===== config.mk =====
export PLATFORM = sky130hd
export DESIGN_NAME = alu_op_scheduler
export DESIGN_NICKNAME = d
export VERILOG_FILES = /design/src/rtl/alu_op_scheduler_pkg.sv /design/src/rtl/rr_arbiter_2.sv /design/src/rtl/alu_op_scheduler.sv
export SDC_FILE = /design/constraint.sdc
export NUM_CORES = 1
export LEC_CHECK = 0
export BUFFER_PORTS_ARGS = -buffer_cell sky130_fd_sc_hd__buf_4
export CAP_MARGIN = 0
export CORE_MARGIN = 10
export CORE_UTILIZATION = 51
export CTS_BUF_LIST = sky130_fd_sc_hd__clkbuf_8
export CTS_CLUSTER_DIAMETER = 150
export CTS_CLUSTER_SIZE = 16
export DETAILED_ROUTE_END_ITERATION = 10
export HOLD_SLACK_MARGIN = 0.12
export PLACE_DENSITY = 0.93
export SLEW_MARGIN = 25
export SYNTH_ARGS = -nofsm -noshare
export SYNTH_HDL_FRONTEND = slang
export SYNTH_SLANG_ARGS = --single-unit

===== constraint.sdc =====
create_clock -name clk -period 2.8 [get_ports clk]
set_input_delay 0.14 -clock clk [delete_from_list [all_inputs] [get_ports clk]]
set_output_delay 0.14 -clock clk [all_outputs]
set_load 0.05 [all_outputs]

===== src/rtl/alu_op_scheduler_pkg.sv =====
// Shared definitions for the ALU operation scheduler: opcodes, FSM states
// and the shift-opcode classifier.
package alu_sched_pkg;

  localparam logic [2:0] OP_ADD = 3'd0;
  localparam logic [2:0] OP_SUB = 3'd1;
  localparam logic [2:0] OP_LSH = 3'd2;
  localparam logic [2:0] OP_RSH = 3'd3;
  localparam logic [2:0] OP_AND = 3'd4;
  localparam logic [2:0] OP_OR  = 3'd5;
  localparam logic [2:0] OP_XOR = 3'd6;
  localparam logic [2:0] OP_ILL = 3'd7;

  typedef enum logic [2:0] {
    S_IDLE  = 3'd0,
    S_LOAD  = 3'd1,
    S_ISSUE = 3'd2,
    S_WAIT  = 3'd3,
    S_RESP  = 3'd4
  } state_t;

  function automatic logic is_shift(input logic [2:0] op);
    return (op == OP_LSH) || (op == OP_RSH);
  endfunction

endpackage


===== src/rtl/rr_arbiter_2.sv =====
// Two-way round-robin arbiter; the last-served pointer moves only when the
// current grant is consumed (advance).
module rr_arbiter_2 (
  input  logic       clk,
  input  logic       reset,
  input  logic [1:0] req,
  input  logic       advance,
  output logic [1:0] grant
);

  // last == 1 means requester 1 was served last, so requester 0 wins a tie
  logic last;

  always_ff @(posedge clk) begin
    if (!reset)
      last <= 1'b1;
    else if (advance)
      last <= grant[1];
  end

  always_comb begin
    grant = '0;
    unique case (req)
      2'b01:   grant = 2'b01;
      2'b10:   grant = 2'b10;
      2'b11:   grant = last ? 2'b01 : 2'b10;
      default: grant = '0;
    endcase
  end

endmodule


===== src/rtl/alu_op_scheduler.sv =====
// Arbitrates two requesters onto one registered ALU, sequences the strobes
// and shifter load, and returns the captured result on a valid/ready port.
module alu_op_scheduler
  import alu_sched_pkg::*;
#(
  parameter int DATA_W    = 4,
  parameter int ALU_LAT   = 1,
  parameter int SHIFT_LAT = 2
) (
  input  logic              clk,
  input  logic              reset,
  input  logic              req0_valid,
  output logic              req0_ready,
  input  logic [2:0]        req0_op,
  input  logic [DATA_W-1:0] req0_a,
  input  logic [DATA_W-1:0] req0_b,
  input  logic              req1_valid,
  output logic              req1_ready,
  input  logic [2:0]        req1_op,
  input  logic [DATA_W-1:0] req1_a,
  input  logic [DATA_W-1:0] req1_b,
  output logic              rsp_valid,
  input  logic              rsp_ready,
  output logic              rsp_id,
  output logic [DATA_W-1:0] rsp_data,
  output logic              rsp_ovf,
  output logic              rsp_err,
  output logic              alu_add,
  output logic              alu_sub,
  output logic              alu_lsh,
  output logic              alu_rsh,
  output logic              alu_and,
  output logic              alu_or,
  output logic              alu_xor,
  output logic              alu_shift_load,
  output logic [DATA_W-1:0] alu_in1,
  output logic [DATA_W-1:0] alu_in2,
  input  logic [DATA_W-1:0] alu_out,
  input  logic              alu_overflow
);

  localparam int MAX_LAT = (SHIFT_LAT > ALU_LAT) ? SHIFT_LAT : ALU_LAT;
  localparam int CNT_W   = (MAX_LAT > 1) ? $clog2(MAX_LAT) : 1;

  state_t           state, state_n;
  logic [CNT_W-1:0] cnt;
  logic [2:0]       op_q;
  logic             id_q;
  logic [1:0]       grant;
  logic             accept;
  logic [2:0]       sel_op;

  // Requests are only visible to the arbiter while idle and out of reset
  rr_arbiter_2 u_arb (
    .clk     (clk),
    .reset   (reset),
    .req     ({req1_valid, req0_valid} & {2{reset && (state == S_IDLE)}}),
    .advance (accept),
    .grant   (grant)
  );

  assign req0_ready = grant[0];
  assign req1_ready = grant[1];
  assign accept     = |grant;
  assign sel_op     = grant[1] ? req1_op : req0_op;
  assign rsp_id     = id_q;

  always_ff @(posedge clk) begin
    if (!reset)
      state <= S_IDLE;
    else
      state <= state_n;
  end

  always_comb begin
    state_n = state;
    unique case (state)
      S_IDLE:
        if (accept) begin
          if (sel_op == OP_ILL)      state_n = S_RESP;
          else if (is_shift(sel_op)) state_n = S_LOAD;
          else                       state_n = S_ISSUE;
        end
      S_LOAD:  state_n = S_ISSUE;
      S_ISSUE: if (cnt == '0) state_n = S_WAIT;
      S_WAIT:  if (cnt == '0) state_n = S_RESP;
      S_RESP:  if (rsp_ready) state_n = S_IDLE;
      default: state_n = S_IDLE;
    endcase
  end

  // cnt is preloaded with the strobe hold length on accept, then with the
  // ALU latency on leaving ISSUE; it always counts down to zero, never wraps
  always_ff @(posedge clk) begin
    if (!reset) begin
      cnt      <= '0;
      op_q     <= '0;
      id_q     <= 1'b0;
      alu_in1  <= '0;
      alu_in2  <= '0;
      rsp_data <= '0;
      rsp_ovf  <= 1'b0;
      rsp_err  <= 1'b0;
    end else begin
      unique case (state)
        S_IDLE:
          if (accept) begin
            op_q    <= sel_op;
            id_q    <= grant[1];
            alu_in1 <= grant[1] ? req1_a : req0_a;
            alu_in2 <= grant[1] ? req1_b : req0_b;
            cnt     <= is_shift(sel_op) ? CNT_W'(SHIFT_LAT - 1) : '0;
            if (sel_op == OP_ILL) begin
              rsp_data <= '0;
              rsp_ovf  <= 1'b0;
              rsp_err  <= 1'b1;
            end
          end
        S_ISSUE:
          if (cnt == '0) cnt <= CNT_W'(ALU_LAT - 1);
          else           cnt <= cnt - CNT_W'(1);
        S_WAIT:
          if (cnt == '0) begin
            rsp_data <= alu_out;
            rsp_ovf  <= alu_overflow;
            rsp_err  <= 1'b0;
          end else begin
            cnt <= cnt - CNT_W'(1);
          end
        default: ;
      endcase
    end
  end

  always_comb begin
    alu_add        = 1'b0;
    alu_sub        = 1'b0;
    alu_lsh        = 1'b0;
    alu_rsh        = 1'b0;
    alu_and        = 1'b0;
    alu_or         = 1'b0;
    alu_xor        = 1'b0;
    alu_shift_load = (state == S_LOAD);
    rsp_valid      = (state == S_RESP);
    if (state == S_ISSUE) begin
      unique case (op_q)
        OP_ADD:  alu_add = 1'b1;
        OP_SUB:  alu_sub = 1'b1;
        OP_LSH:  alu_lsh = 1'b1;
        OP_RSH:  alu_rsh = 1'b1;
        OP_AND:  alu_and = 1'b1;
        OP_OR:   alu_or  = 1'b1;
        OP_XOR:  alu_xor = 1'b1;
        default: ;
      endcase
    end
  end

endmodule

==> results.txt <==
The worst hold path class is in -> reg. In the post-synthesis netlist, the biggest area contributors are sky130_fd_sc_hd__dfxtp_1 37%, sky130_fd_sc_hd__mux2i_1 9.7%, sky130_fd_sc_hd__a21oi_2 5.6%. The floorplan step set the die width to 69.4 µm. STA puts the critical path data arrival time at 2250 ps.

The total of warnings raised by yosys came out at 0. Between clock sinks in the finished design, the worst skew comes to 1.80 ps. The cell depth of the worst flop-to-flop path is 4.

The design draws 0.977 mW. The area of the placeable core came out at 2280 µm². In this run the cell area of the synthesized design comes to 1240 µm².

The accumulated negative setup slack came out at 0 ps. After global routing the overflow that remains totals 0. The tree is rooted in a sky130_fd_sc_hd__clkbuf_8. The area growth from synthesis to layout is 37.4%. In this run the critical register-to-register path is captured at cnt. The most frequently used cell type in the post-synthesis netlist is sky130_fd_sc_hd__dfxtp_1. The first global-routing pass estimated 6090 µm of wire. The top fanout value on the critical path is 24. The share of total power dissipated in combinational logic is 37.9%. The count of nets left with antenna violations once routing finished came out at 0. The worst setup path is launched from a flop. The clock slew at the register clock pins of the worst setup and hold paths came out at 80 ps. The register-to-register path setup slack came out at 750 ps. The post-CTS resize count is 0.

The post-synthesis cell type count is 37. The clock reaches the later pin of the worst-skew pair after 260 ps. The total cell area at the placement stage is 1650 µm². At the pin with the least slew margin, the transition time is 571 ps.

TritonCTS built the clock tree. The post-synthesis net count came out at 177. The effective utilization at floorplan came out at 54.6%.

The initial antenna violation count came to 0. The number of maximum-capacitance constraint violations came out at 0. The vertical die dimension is 69.4 µm. In this run the worst setup path begins at state[0]. The worst hold slack is 126 ps.

In this run the number of H-tree levels came out at 1. Sequential elements use 37.0% of the synthesized area. Synthesis produced a netlist whose cell count is 145. The number of global-route vias before repair is 1297. Entering global routing, the biggest net connects 31 pins. The static leakage is 0.830 nW.

The row count is 17. The critical path is of the reg -> reg type. The portion of total power attributed to the clock network is 21.4%. The average detailed-routed wire length per instance came out at 16.5 µm. 0 antenna diodes ended up in the layout. The average size of a mapped cell is 8.58 µm². The net switching power figure is 0.384 mW. The headroom to the max-slew limit came out at 61.8%.

The maximum root-to-sink buffer count came out at 2. The most used flip-flop cell after synthesis is sky130_fd_sc_hd__dfxtp_1. The first TritonRoute pass finished after 4 iterations.

The most critical setup path has its endpoint at cnt. The flip-flop and latch count after synthesis is 23. The net count of the finished layout came out at 232. The worst-case IR drop observed on VDD is 0.401 mV. The weighted congestion reported at the end of routability-driven placement is 0.844.

The commonest cells after synthesis are 23 x sky130_fd_sc_hd__dfxtp_1, 12 x sky130_fd_sc_hd__mux2i_1, 12 x sky130_fd_sc_hd__o21ai_0. The total global-route track usage is 14.8%. The endpoint kind of the worst setup timing path is a flop. The flow ran to the end, and the final reports show no timing, DRC or antenna violations.

Setup repair after global routing left no endpoint under its margin. The final critical path time including I/O delays and setup is 2050 ps. The share of layout cells above drive strength 1 came out at 36.2%. The worst register-to-register path begins at state[0]. The areal power density over the cells is 572 nW/µm².

The minimum setup slack in the final design is 754 ps. In this run switching power makes up 39.3% of total power. The required time at the worst-slack endpoint is 3000 ps.

The minimum setup slack after placement came out at 812 ps. The finished cells cover 1710 µm². The number of clock buffers added by TritonCTS is 3.

The half-perimeter wire length of the detailed placement result came out at 2980 µm. In this run, flip-flops and latches consume 40.7% of the power. Summed over its instances, the top area cell type makes up 37.0% of the synthesized netlist area. Port buffering added 57 buffers.

The number of top-level design ports came out at 58. The number of endpoints failing setup at the final stage is 0. The overall via count from detail_route came out at 1267. Dividing the final minimum period by the clock period gives 73.1%.

For this design, the sink count on the clock tree is 23. The setup fix buffers added after clock tree synthesis came out at 0. In the routed design, unresolved DRC markers number 0. The quantity of hold-fixing buffers added after cts is 1. For this block, the routed nets add up to 3740 µm of wire.

The max-slew violation total from the final report is 0. The full die area is 4810 µm². The share of flip-flops with an asynchronous set or reset is 0%. The highest achievable clock rate is 489 MHz. The number of DRC markers after the initial detailed-route iteration is 60. In this run, synthesis inferred 0 flip-flops with an integrated enable.

The biggest area contributor in the post-synthesis netlist is sky130_fd_sc_hd__dfxtp_1. The mean number of vias per cell came out at 5.58. The count of final hold-check violations came out at 0. The internal power consumption came out at 0.593 mW.
==> final cells by class <==
type                       count  area (µm²)
multi-input combinational    109         711
fill                         162         567
sequential                    23         460
timing repair buffer          58         438
clock buffer                   3        41.3
tap                           28        35.0
inverter                       5        18.8
clock inverter                 1        5.00
==> layout by cell type (no fill, tap or decap) <==
| cell | n |
|---|---|
| sky130_fd_sc_hd__inv_1 | 5 |
| sky130_fd_sc_hd__a21oi_2 | 8 |
| sky130_fd_sc_hd__or4b_4 | 1 |
| sky130_fd_sc_hd__nand3b_1 | 1 |
| sky130_fd_sc_hd__clkinv_2 | 1 |
| sky130_fd_sc_hd__a21boi_1 | 1 |
| sky130_fd_sc_hd__or3_1 | 2 |
| sky130_fd_sc_hd__o21ai_1 | 8 |
| sky130_fd_sc_hd__a211oi_1 | 1 |
| sky130_fd_sc_hd__a32oi_1 | 5 |
| sky130_fd_sc_hd__nand2b_1 | 4 |
| sky130_fd_sc_hd__nor3b_1 | 2 |
| sky130_fd_sc_hd__clkbuf_8 | 3 |
| sky130_fd_sc_hd__a221o_1 | 1 |
| sky130_fd_sc_hd__xor2_1 | 1 |
| sky130_fd_sc_hd__nor2_4 | 1 |
| sky130_fd_sc_hd__mux2i_1 | 12 |
| sky130_fd_sc_hd__nor2_1 | 11 |
| sky130_fd_sc_hd__nor3_1 | 3 |
| sky130_fd_sc_hd__a31oi_1 | 1 |
| sky130_fd_sc_hd__nand2_1 | 10 |
| sky130_fd_sc_hd__and2_1 | 6 |
| sky130_fd_sc_hd__o31ai_1 | 1 |
| sky130_fd_sc_hd__and3_1 | 2 |
| sky130_fd_sc_hd__dlygate4sd3_1 | 1 |
| sky130_fd_sc_hd__o211ai_1 | 2 |
| sky130_fd_sc_hd__buf_4 | 57 |
| sky130_fd_sc_hd__a211o_1 | 1 |
| sky130_fd_sc_hd__a2111oi_0 | 1 |
| sky130_fd_sc_hd__o21ai_0 | 12 |
| sky130_fd_sc_hd__nand3_1 | 1 |
| sky130_fd_sc_hd__nand3_2 | 1 |
| sky130_fd_sc_hd__o21a_1 | 2 |
| sky130_fd_sc_hd__a21oi_1 | 5 |
| sky130_fd_sc_hd__dfxtp_1 | 23 |
| sky130_fd_sc_hd__nand4_1 | 1 |
| sky130_fd_sc_hd__nor2b_1 | 1 |
==> per-layer routing <==
metal  track usage (%)  vias to the layer above  wire [µm]
met3              5.14                        8        244
met2              27.2                       36       2020
met4              4.21                        0         77
li1                  -                      632          -
met1              15.3                      591       1390
met5                 0                        -          0
==> cells by family after synthesis <==
| kind of cell | count (synthesis) | share of synthesized area [%] |
|---|---|---|
| compound gates | 49 | 26.2 |
| xor+xnor | 1 | 0.704 |
| buf+inv | 13 | 5.84 |
| simple gates | 47 | 20.6 |
| flops | 23 | 37.0 |
| mux | 12 | 9.66 |
==> registers in the layout, indices dropped and copies added, names as in the netlist <==
name and flops:
u_arb.last 1, rsp_ovf 1, alu_in1 4, rsp_id 1, alu_in2 4, op_q 3
cnt 1, state 3, rsp_data 4, rsp_err 1
==> critical path, stage by stage, from the launching register on <==
cell and delay (ps):
sky130_fd_sc_hd__dfxtp_1 410, sky130_fd_sc_hd__or4b_4 610, sky130_fd_sc_hd__nor2_4 490, sky130_fd_sc_hd__o21ai_0 280, sky130_fd_sc_hd__a21oi_1 190
==> power by group through the flow <==
stage	clock network, mW	logic, mW	registers, mW
CTS	0.209	0.372	0.397
finish	0.209	0.370	0.397
detailed placement	0	0.368	0.404
global route	0.223	0.397	0.403
global placement	0	0.358	0.400
floorplan	0	0.188	0.472
==> worst min-delay path by stage <==
stage	end	startpoint	slack, ps	cells past startpoint
2_1_floorplan	rsp_data[0]	alu_out[0]	290	2
3_3_place_gp	rsp_data[0]	alu_out[0]	380	3
3_5_place_dp	rsp_data[0]	alu_out[0]	400	3
4_1_cts	rsp_data[1]	alu_out[1]	130	3
5_1_grt	rsp_ovf	alu_overflow	140	3
6_report	rsp_data[1]	alu_out[1]	130	3
==> stage by stage <==
step,utilization (%),cells
after floorplan,-,145
after global placement,72.6,222
after detailed placement,72.6,222
after CTS,75.1,227
after global routing,75.1,227
final,75.1,227
Note: power is estimated with default switching activity, not from simulation.
